File: src/rtl/ntt_pkg.sv
// ntt_pkg: shared constants, FSM state type and coefficient-mapping helpers
// for the NTT address generator.
//   LANES     - butterflies scheduled per beat
//   BANK_W    - bank-select / lane-index width
//   IDX_W     - working width for coefficient indices (covers LOGN up to 10)
//   IDX_IDENT - identity lane-select vector {7,6,5,4,3,2,1,0}
//   digit_bank(i)     - sum of 3-bit digits of i, mod 8
//   insert_zero(t, p) - t with a 0 bit inserted at position p
package ntt_pkg;

  localparam int unsigned LANES  = 8;
  localparam int unsigned BANK_W = 3;
  localparam int unsigned IDX_W  = 16;

  localparam logic [LANES*BANK_W-1:0] IDX_IDENT = 24'hFAC688;

  typedef enum logic [1:0] {
    IDLE = 2'd0,
    RUN  = 2'd1,
    DONE = 2'd2
  } state_e;

  function automatic logic [BANK_W-1:0] digit_bank(input logic [IDX_W-1:0] i);
    logic [BANK_W-1:0] acc;
    acc = '0;
    for (int unsigned d = 0; d < 5; d++) begin
      acc = acc + i[3*d +: 3];
    end
    acc = acc + {2'b00, i[IDX_W-1]};
    return acc;
  endfunction

  function automatic logic [IDX_W-1:0] insert_zero(input logic [IDX_W-1:0] t,
                                                   input logic [3:0]       p);
    logic [IDX_W-1:0] lo;
    lo = (IDX_W'(1) << p) - IDX_W'(1);
    return ((t & ~lo) << 1) | (t & lo);
  endfunction

endpackage

File: src/rtl/ntt_lane_addr.sv
// ntt_lane_addr: combinational mapping of one butterfly lane.
// From stage s and group counter g, forms the lane's top/bottom coefficient
// indices and returns their in-bank addresses and bank numbers.
//   i_stage  - stage s (0..LOGN-1)
//   i_grp    - group counter g within the stage
//   o_addr_a - in-bank address of the top element (port A)
//   o_addr_b - in-bank address of the bottom element (port B)
//   o_bank_a - bank holding the top element
//   o_bank_b - bank holding the bottom element
module ntt_lane_addr
  import ntt_pkg::*;
#(
  parameter int unsigned LOGN = 8,
  parameter int unsigned LANE = 0,
  parameter int unsigned ADW  = LOGN - 3
) (
  input  logic [3:0]        i_stage,
  input  logic [LOGN-5:0]   i_grp,
  output logic [ADW-1:0]    o_addr_a,
  output logic [ADW-1:0]    o_addr_b,
  output logic [BANK_W-1:0] o_bank_a,
  output logic [BANK_W-1:0] o_bank_b
);

  localparam logic [2:0] K = 3'(LANE);

  logic [3:0]      w_p;
  logic [LOGN-2:0] w_t;
  logic [LOGN-1:0] w_top;
  logic [LOGN-1:0] w_bot;

  always_comb begin
    w_p = 4'(LOGN - 1) - i_stage;
    w_t = '0;
    if (w_p >= 4'd3) begin
      w_t = {i_grp, K};
    end else begin
      // Short pair distances: lane index lands in the second 3-bit digit so
      // the lanes still spread across all eight banks.
      w_t[1:0] = i_grp[1:0];
      w_t[4:2] = K;
      for (int unsigned b = 5; b < LOGN - 1; b++) begin
        w_t[b] = i_grp[b-3];
      end
    end
    w_top = LOGN'(insert_zero(IDX_W'(w_t), w_p));
    w_bot = w_top + (LOGN'(1) << w_p);
  end

  assign o_addr_a = w_top[LOGN-1:3];
  assign o_addr_b = w_bot[LOGN-1:3];
  assign o_bank_a = digit_bank(IDX_W'(w_top));
  assign o_bank_b = digit_bank(IDX_W'(w_bot));

endmodule

File: src/rtl/ntt_addr_gen.sv
// ntt_addr_gen: per-beat address and bank-select generator for the
// 8-butterfly NTT datapath (port A = top elements, port B = bottom elements).
//   clk, rst_n     - clock, synchronous active-low reset
//   start          - begin a transform (honoured only when idle)
//   out_ready      - downstream accepts the current beat
//   out_valid      - beat outputs valid
//   addr_a/addr_b  - lane k in-bank address at [k*ADW +: ADW]
//   idx_a/idx_b    - bank b lane select at [3b +: 3]
//   stage          - stage of the current beat
//   last           - final beat of the transform
//   busy           - transform in progress
//   done           - one-cycle completion pulse
module ntt_addr_gen
  import ntt_pkg::*;
#(
  parameter int unsigned LOGN = 8,
  parameter int unsigned ADW  = LOGN - 3
) (
  input  logic                    clk,
  input  logic                    rst_n,
  input  logic                    start,
  input  logic                    out_ready,
  output logic                    out_valid,
  output logic [LANES*ADW-1:0]    addr_a,
  output logic [LANES*ADW-1:0]    addr_b,
  output logic [LANES*BANK_W-1:0] idx_a,
  output logic [LANES*BANK_W-1:0] idx_b,
  output logic [3:0]              stage,
  output logic                    last,
  output logic                    busy,
  output logic                    done
);

  localparam int unsigned GW     = LOGN - 4;
  localparam logic [3:0]  S_LAST = 4'(LOGN - 1);

  state_e                  r_state;
  logic [3:0]              r_s;
  logic [GW-1:0]           r_g;
  logic                    r_valid;
  logic                    r_last;
  logic [LANES*ADW-1:0]    r_addr_a;
  logic [LANES*ADW-1:0]    r_addr_b;
  logic [LANES*BANK_W-1:0] r_idx_a;
  logic [LANES*BANK_W-1:0] r_idx_b;

  logic                    w_hs;
  logic                    w_load;
  logic [3:0]              w_s_nxt;
  logic [GW-1:0]           w_g_nxt;
  logic                    w_last_nxt;
  logic [ADW-1:0]          w_la_a [LANES];
  logic [ADW-1:0]          w_la_b [LANES];
  logic [BANK_W-1:0]       w_lb_a [LANES];
  logic [BANK_W-1:0]       w_lb_b [LANES];
  logic [LANES*ADW-1:0]    w_addr_a;
  logic [LANES*ADW-1:0]    w_addr_b;
  logic [LANES*BANK_W-1:0] w_idx_a;
  logic [LANES*BANK_W-1:0] w_idx_b;

  // The single output register stage is loaded with the beat that will be
  // presented next, so the lane mapping is driven from the next counters.
  always_comb begin
    w_hs    = r_valid & out_ready;
    w_load  = 1'b0;
    w_s_nxt = r_s;
    w_g_nxt = r_g;
    if (r_state == IDLE && start) begin
      w_load  = 1'b1;
      w_s_nxt = '0;
      w_g_nxt = '0;
    end else if (r_state == RUN && w_hs && !r_last) begin
      w_load = 1'b1;
      if (r_g == '1) begin
        w_g_nxt = '0;
        w_s_nxt = r_s + 4'd1;
      end else begin
        w_g_nxt = r_g + GW'(1);
      end
    end
    w_last_nxt = (w_s_nxt == S_LAST) && (w_g_nxt == '1);
  end

  for (genvar k = 0; k < LANES; k++) begin : g_lane
    ntt_lane_addr #(
      .LOGN (LOGN),
      .LANE (k),
      .ADW  (ADW)
    ) u_lane (
      .i_stage  (w_s_nxt),
      .i_grp    (w_g_nxt),
      .o_addr_a (w_la_a[k]),
      .o_addr_b (w_la_b[k]),
      .o_bank_a (w_lb_a[k]),
      .o_bank_b (w_lb_b[k])
    );
    assign w_addr_a[k*ADW +: ADW] = w_la_a[k];
    assign w_addr_b[k*ADW +: ADW] = w_la_b[k];
  end

  // Lane banks form a permutation, so scattering each lane number into the
  // slot of its bank yields idx[b] = (b - c) mod 8 directly.
  always_comb begin
    w_idx_a = '0;
    w_idx_b = '0;
    for (int unsigned k = 0; k < LANES; k++) begin
      w_idx_a[BANK_W*w_lb_a[k] +: BANK_W] = BANK_W'(k);
      w_idx_b[BANK_W*w_lb_b[k] +: BANK_W] = BANK_W'(k);
    end
  end

  always_ff @(posedge clk) begin
    if (!rst_n) begin
      r_state  <= IDLE;
      r_s      <= '0;
      r_g      <= '0;
      r_valid  <= 1'b0;
      r_last   <= 1'b0;
      r_addr_a <= '0;
      r_addr_b <= '0;
      r_idx_a  <= IDX_IDENT;
      r_idx_b  <= IDX_IDENT;
    end else begin
      if (w_load) begin
        r_s      <= w_s_nxt;
        r_g      <= w_g_nxt;
        r_addr_a <= w_addr_a;
        r_addr_b <= w_addr_b;
        r_idx_a  <= w_idx_a;
        r_idx_b  <= w_idx_b;
        r_last   <= w_last_nxt;
        r_valid  <= 1'b1;
      end
      case (r_state)
        IDLE: if (start) r_state <= RUN;
        RUN: begin
          if (w_hs && r_last) begin
            r_state <= DONE;
            r_valid <= 1'b0;
            r_last  <= 1'b0;
          end
        end
        DONE:    r_state <= IDLE;
        default: r_state <= IDLE;
      endcase
    end
  end

  assign out_valid = r_valid;
  assign addr_a    = r_addr_a;
  assign addr_b    = r_addr_b;
  assign idx_a     = r_idx_a;
  assign idx_b     = r_idx_b;
  assign stage     = r_s;
  assign last      = r_last;
  assign busy      = (r_state == RUN);
  assign done      = (r_state == DONE);

endmodule

File: config.mk
export PLATFORM = sky130hd
export DESIGN_NAME = ntt_addr_gen
export DESIGN_NICKNAME = d
export VERILOG_FILES = /design/src/rtl/ntt_pkg.sv /design/src/rtl/ntt_lane_addr.sv /design/src/rtl/ntt_addr_gen.sv
export SDC_FILE = /design/constraint.sdc
export NUM_CORES = 1
export LEC_CHECK = 0
export CAP_MARGIN = 20
export CORE_ASPECT_RATIO = 0.75
export CORE_UTILIZATION = 55
export DETAILED_ROUTE_END_ITERATION = 10
export PLACE_DENSITY = 0.75
export SYNTH_ARGS = -nofsm -noshare
export SYNTH_HDL_FRONTEND = slang
export SYNTH_HIERARCHICAL = 1
export SYNTH_SLANG_ARGS = --single-unit
File: constraint.sdc
create_clock -name clk -period 12 [get_ports clk]
set_clock_uncertainty 0.15 [all_clocks]
set_input_delay 1.8 -clock clk [delete_from_list [all_inputs] [get_ports clk]]
set_output_delay 1.8 -clock clk [all_outputs]
set_load 0.05 [all_outputs]
---- Word-level counts from Yosys, hierarchy flattened ----
Cells that the tools add are included.
word-level totals
  register bits ........................... 140
cells by class
  $add $sub $neg .......................... 60
  multipliers ............................. 16
  magnitude comparators ................... 1
  equality and inequality tests ........... 7
  shift-type cells ........................ 34
  mux-type cells .......................... 39
  bitwise gates (word level) .............. 28
  reduce and logical (&&, ||, !) cells .... 8
operators by type and width
  operator                    number
  $neg A5 Y34                 16
  $shift A3 B34 Y24 const A   16
  $shiftx A3 B34 Y24 const A  16
  $bwmux W24                  14
  $mul A2 B3 Y5 const A       16
  $add A8 B8 Y8               8
  $and A7 B8 Y8               8
  $or A8 B8 Y8                8
  $and A7 B7 Y7               8
  $add A3 B2 Y3               16
  $add A3 B3 Y3               16
  $and A24 B24 Y24            2
  $mux W5                     8
  $mux W4                     6
  $shl A1 B4 Y8 const A       2
  $add A4 B1 Y4 const B       2
  $eq A4 B4 Y1 const B        2
  $mux W1                     8
  $sub A8 B2 Y8 const B       1
  $not A7 Y7                  1
  $logic_and A1 B1 Y1         5
  $eq A4 B3 Y1 const B        1
  $ge A4 B2 Y1 const B        1
  $mux W2                     2
  10 further kinds            10

---- Logic depth before layout (Yosys ltp) ----
  depth in word-level cells ............... 25
  depth in mapped cells ................... 33

---- By module ----
The synthesis kept the hierarchy.
by module, submodules not included
  module                             instances  cells each  area an instance (um2)  sequential area each (um2)
  ntt_addr_gen                       1          996         7832.5                  2802.7
  ntt_lane_addr at g_lane[2].u_lane  1          116         872.1                   0.0
  ntt_lane_addr at g_lane[0].u_lane  1          123         850.8                   0.0
  ntt_lane_addr at g_lane[5].u_lane  1          109         819.5                   0.0
  ntt_lane_addr at g_lane[4].u_lane  1          110         812.0                   0.0
  ntt_lane_addr at g_lane[7].u_lane  1          102         802.0                   0.0
  ntt_lane_addr at g_lane[6].u_lane  1          102         765.7                   0.0
  ntt_lane_addr at g_lane[3].u_lane  1          89          686.9                   0.0
  ntt_lane_addr at g_lane[1].u_lane  1          92          655.6                   0.0

---- Worst setup path after synthesis ----
OpenSTA, ideal clock, no wires.
  path kind ............................... input to register
  from .................................... in out_ready
  to ...................................... reg r_idx_b[12] (netlist: idx_b[12])
  data arrival time ....................... 8.658 ns
  data required time ...................... 11.789 ns
  path slack .............................. 3.132 ns
  cell stages on the path ................. 24
  buffers on the path ..................... 1
  path through ............................ nand3b_1 nor2_1 o21ai_0 nor2b_1 a21o_1 a22o_1 nand2_1 fa_1 nor2b_1 o21a_1 nor3_1 or2_2 fa_1 inv_1 ha_1 xnor2_1 xnor2_1 xnor2_1 buf_4 or3b_4 a211o_1 nor2b_1 a311oi_1 o221a_1
RTL lines
  item                    line                 source
  start: declaration      ntt_addr_gen.sv:22   input logic out_ready,
  end signal: assignment  ntt_addr_gen.sv:130  r_idx_b <= w_idx_b;
  end: declaration        ntt_addr_gen.sv:45   logic [LANES*BANK_W-1:0] r_idx_b;

==> out/qor.csv <==
metric;value;unit
status;complete, no violations;
cts_resized;0;
die_w;185;um
pre_cts_slack;2.39;ns
avgSynthCellArea;7.65;sq um
critical_path.top_delay_family;simple AND/OR/NAND/NOR gates;
syn-cell-area;0.0138;sq mm
rsz0062_at_grt;false;
cts_buffers;17;
hold_buffers;0;
grt_use_total;30.3;%
r2r_slack;3.99;ns
ys_warn_count;6;
vias;13200;
max-slew-margin-rel;26.4;%
wl_per_cell;17.4;um
numPortBuffers;139;
grt_max_degree;106;
cp-start-kind;primary input;
syn_inst;1810;
start_util;56.9;%
multi_input_area;0.0101;sq mm
cts_tree;yes;
worst-setup-path-type;in -> reg;
finalMaxSlewViolations;0;
num_rows;49;
crit_arrival;9.44;ns
post_drt_via_cell_ratio;5.92;
topRoutingLayerUsed;met4;
fmax;108;MHz
syn_nets;1958;
insertion_delay;0.44;ns
fin_setup_tns;0;ns
switchingPower;429;uW
fp.dieArea;0.0258;sq mm
syn_to_final_growth;15.4;%
diodes;0;
grt_pass1_vias;12000;
grt_overflow;0;
p_seq_share;36.0;%
fin_crit_sh;77.4;%
maxCapViolations;0;
postCtsSetupBuffers;0;
r2r_cells;28;
worstPathRequired;12.15;ns
worst_slew_pin_slew;1.10;ns
antenna_found_initial;0;
die_h;139;um
wl_met2;17.4;mm
final_util;65.6;%
cp_num_buf_inv;5;
critPathSlowestCell;xnor2_1;
clockBufferDepth;2;
firstDrtPassIters;6;
reg2reg_to;idx_b[20];
wl_met1;18.4;mm
clkSinkCount;140;
hpwl;28.6;mm
hp-class;reg -> reg;
worstSetupEndpointType;flip-flop;
critPathMaxStageDelay;0.62;ns
internal-power;944;uW
swShare;31.2;%
num-fill-cells;2156;
drt-initial-drc-count;1044;
grt_pass1_wl;62.9;mm
drc;0;
vdd_ir_drop_max;0.000102;V
hold_violations;0;
gp_congestion;0.987;
hold_path.startpoint;addr_b[28];
crit_fanout;54;
powerDensity;85.9;mW/mm^2
seq_area;0.00280;sq mm
wirelength;38.9;mm
p_clk_share;42.9;%
nets;2032;
setup_ws;2.71;ns
ios;140;
routed-wl-met3;2.35;mm
hold_path_depth;2;
htree_levels;4;
ant_nets;0;
core_area;0.0243;sq mm
power_frac_comb;21.2;%
layout-drive-gt1-share;5.43;%
setup_viol_count_final;0;
clk_pin_slew;0.06;ns
r2r_start;r_g[0];
cts_root_buffer;clkbuf_16;
worstHoldEndpoint;addr_b[28];
finalCriticalPeriod;9.29;ns
p_leak;6.53;nW
flip-flops by register name, indices dropped and copies added, names as in the netlist:
register and flops:
idx_b 24, last 1, r_state 2, addr_b 40, addr_a 40, out_valid 1
r_g 4, stage 4, idx_a 24
worst max-delay path by stage:
stage                         start   endpoint  slack, ns  cells after the start
after floorplan           out_ready  idx_b[12]       3.13                     24
final                     out_ready  idx_b[20]       2.71                     28
after detailed placement  out_ready  idx_b[20]       2.39                     28
after global routing      out_ready  idx_b[20]       2.12                     28
after global placement    out_ready  idx_b[20]       2.58                     28
after CTS                 out_ready  idx_b[20]       2.73                     28
layer usage:
layer  track usage (%)  up-vias
li1                  -     6407
met3              4.76       53
met2              47.3      449
met1              42.8     6272
met4              8.79        0
met5                 0        -
power by group through the flow:
stage               logic [mW]  clock network [mW]  registers (mW)
detailed placement       0.283                   0           0.504
floorplan                0.144                   0           0.563
global placement         0.280                   0           0.503
global route             0.310               0.613           0.496
CTS                      0.285               0.595           0.494
finish                   0.290               0.589           0.494
cell usage in the layout, fill, tap and decap left out, types with 14 or more instances in the layout:
cell,instances
a31oi_1,38
xor2_1,48
fa_1,32
xnor2_1,75
a21oi_1,66
nor2_1,92
and2_1,26
nor2b_1,39
a21o_1,17
nor3_1,47
clkdlybuf4s50_1,138
nand3_1,30
o21ai_1,28
nand2_1,316
o21ai_0,66
nor3b_1,30
buf_4,14
inv_1,110
nand4_1,17
nand2b_1,38
a21boi_1,83
clkbuf_16,17
dfxtp_1,140
ha_1,112
stage by stage:
stage / hold slack (ns) / power [mW] / cell area (sq um) / std cells
detailed placement: 0.294 / 0.786 / 15300 / 2195
global placement: 0.290 / 0.783 / 15300 / 2195
CTS: 0.303 / 1.37 / 15900 / 2227
finish: 0.299 / 1.37 / 16000 / 2228
global route: 0.318 / 1.42 / 16000 / 2228
floorplan: 0.475 / 0.707 / 13800 / 1810
layout make-up:
type,count,area share (%)
clock inverter,10,1.02
clock buffer,22,2.97
inverter,111,2.61
multi-input combinational,1459,63.5
sequential,140,17.5
timing repair buffer,155,9.73
tap,331,2.59
tightest hold or removal path, delay by kind of cell, from the launching register on:
family           cells  cell delay [ns]
AO/OA/AOI/OAI        1             0.05
flip-flops           1             0.30
AND/OR/NAND/NOR      1             0.05
No activity file was read; power rests on OpenSTA's default activity.
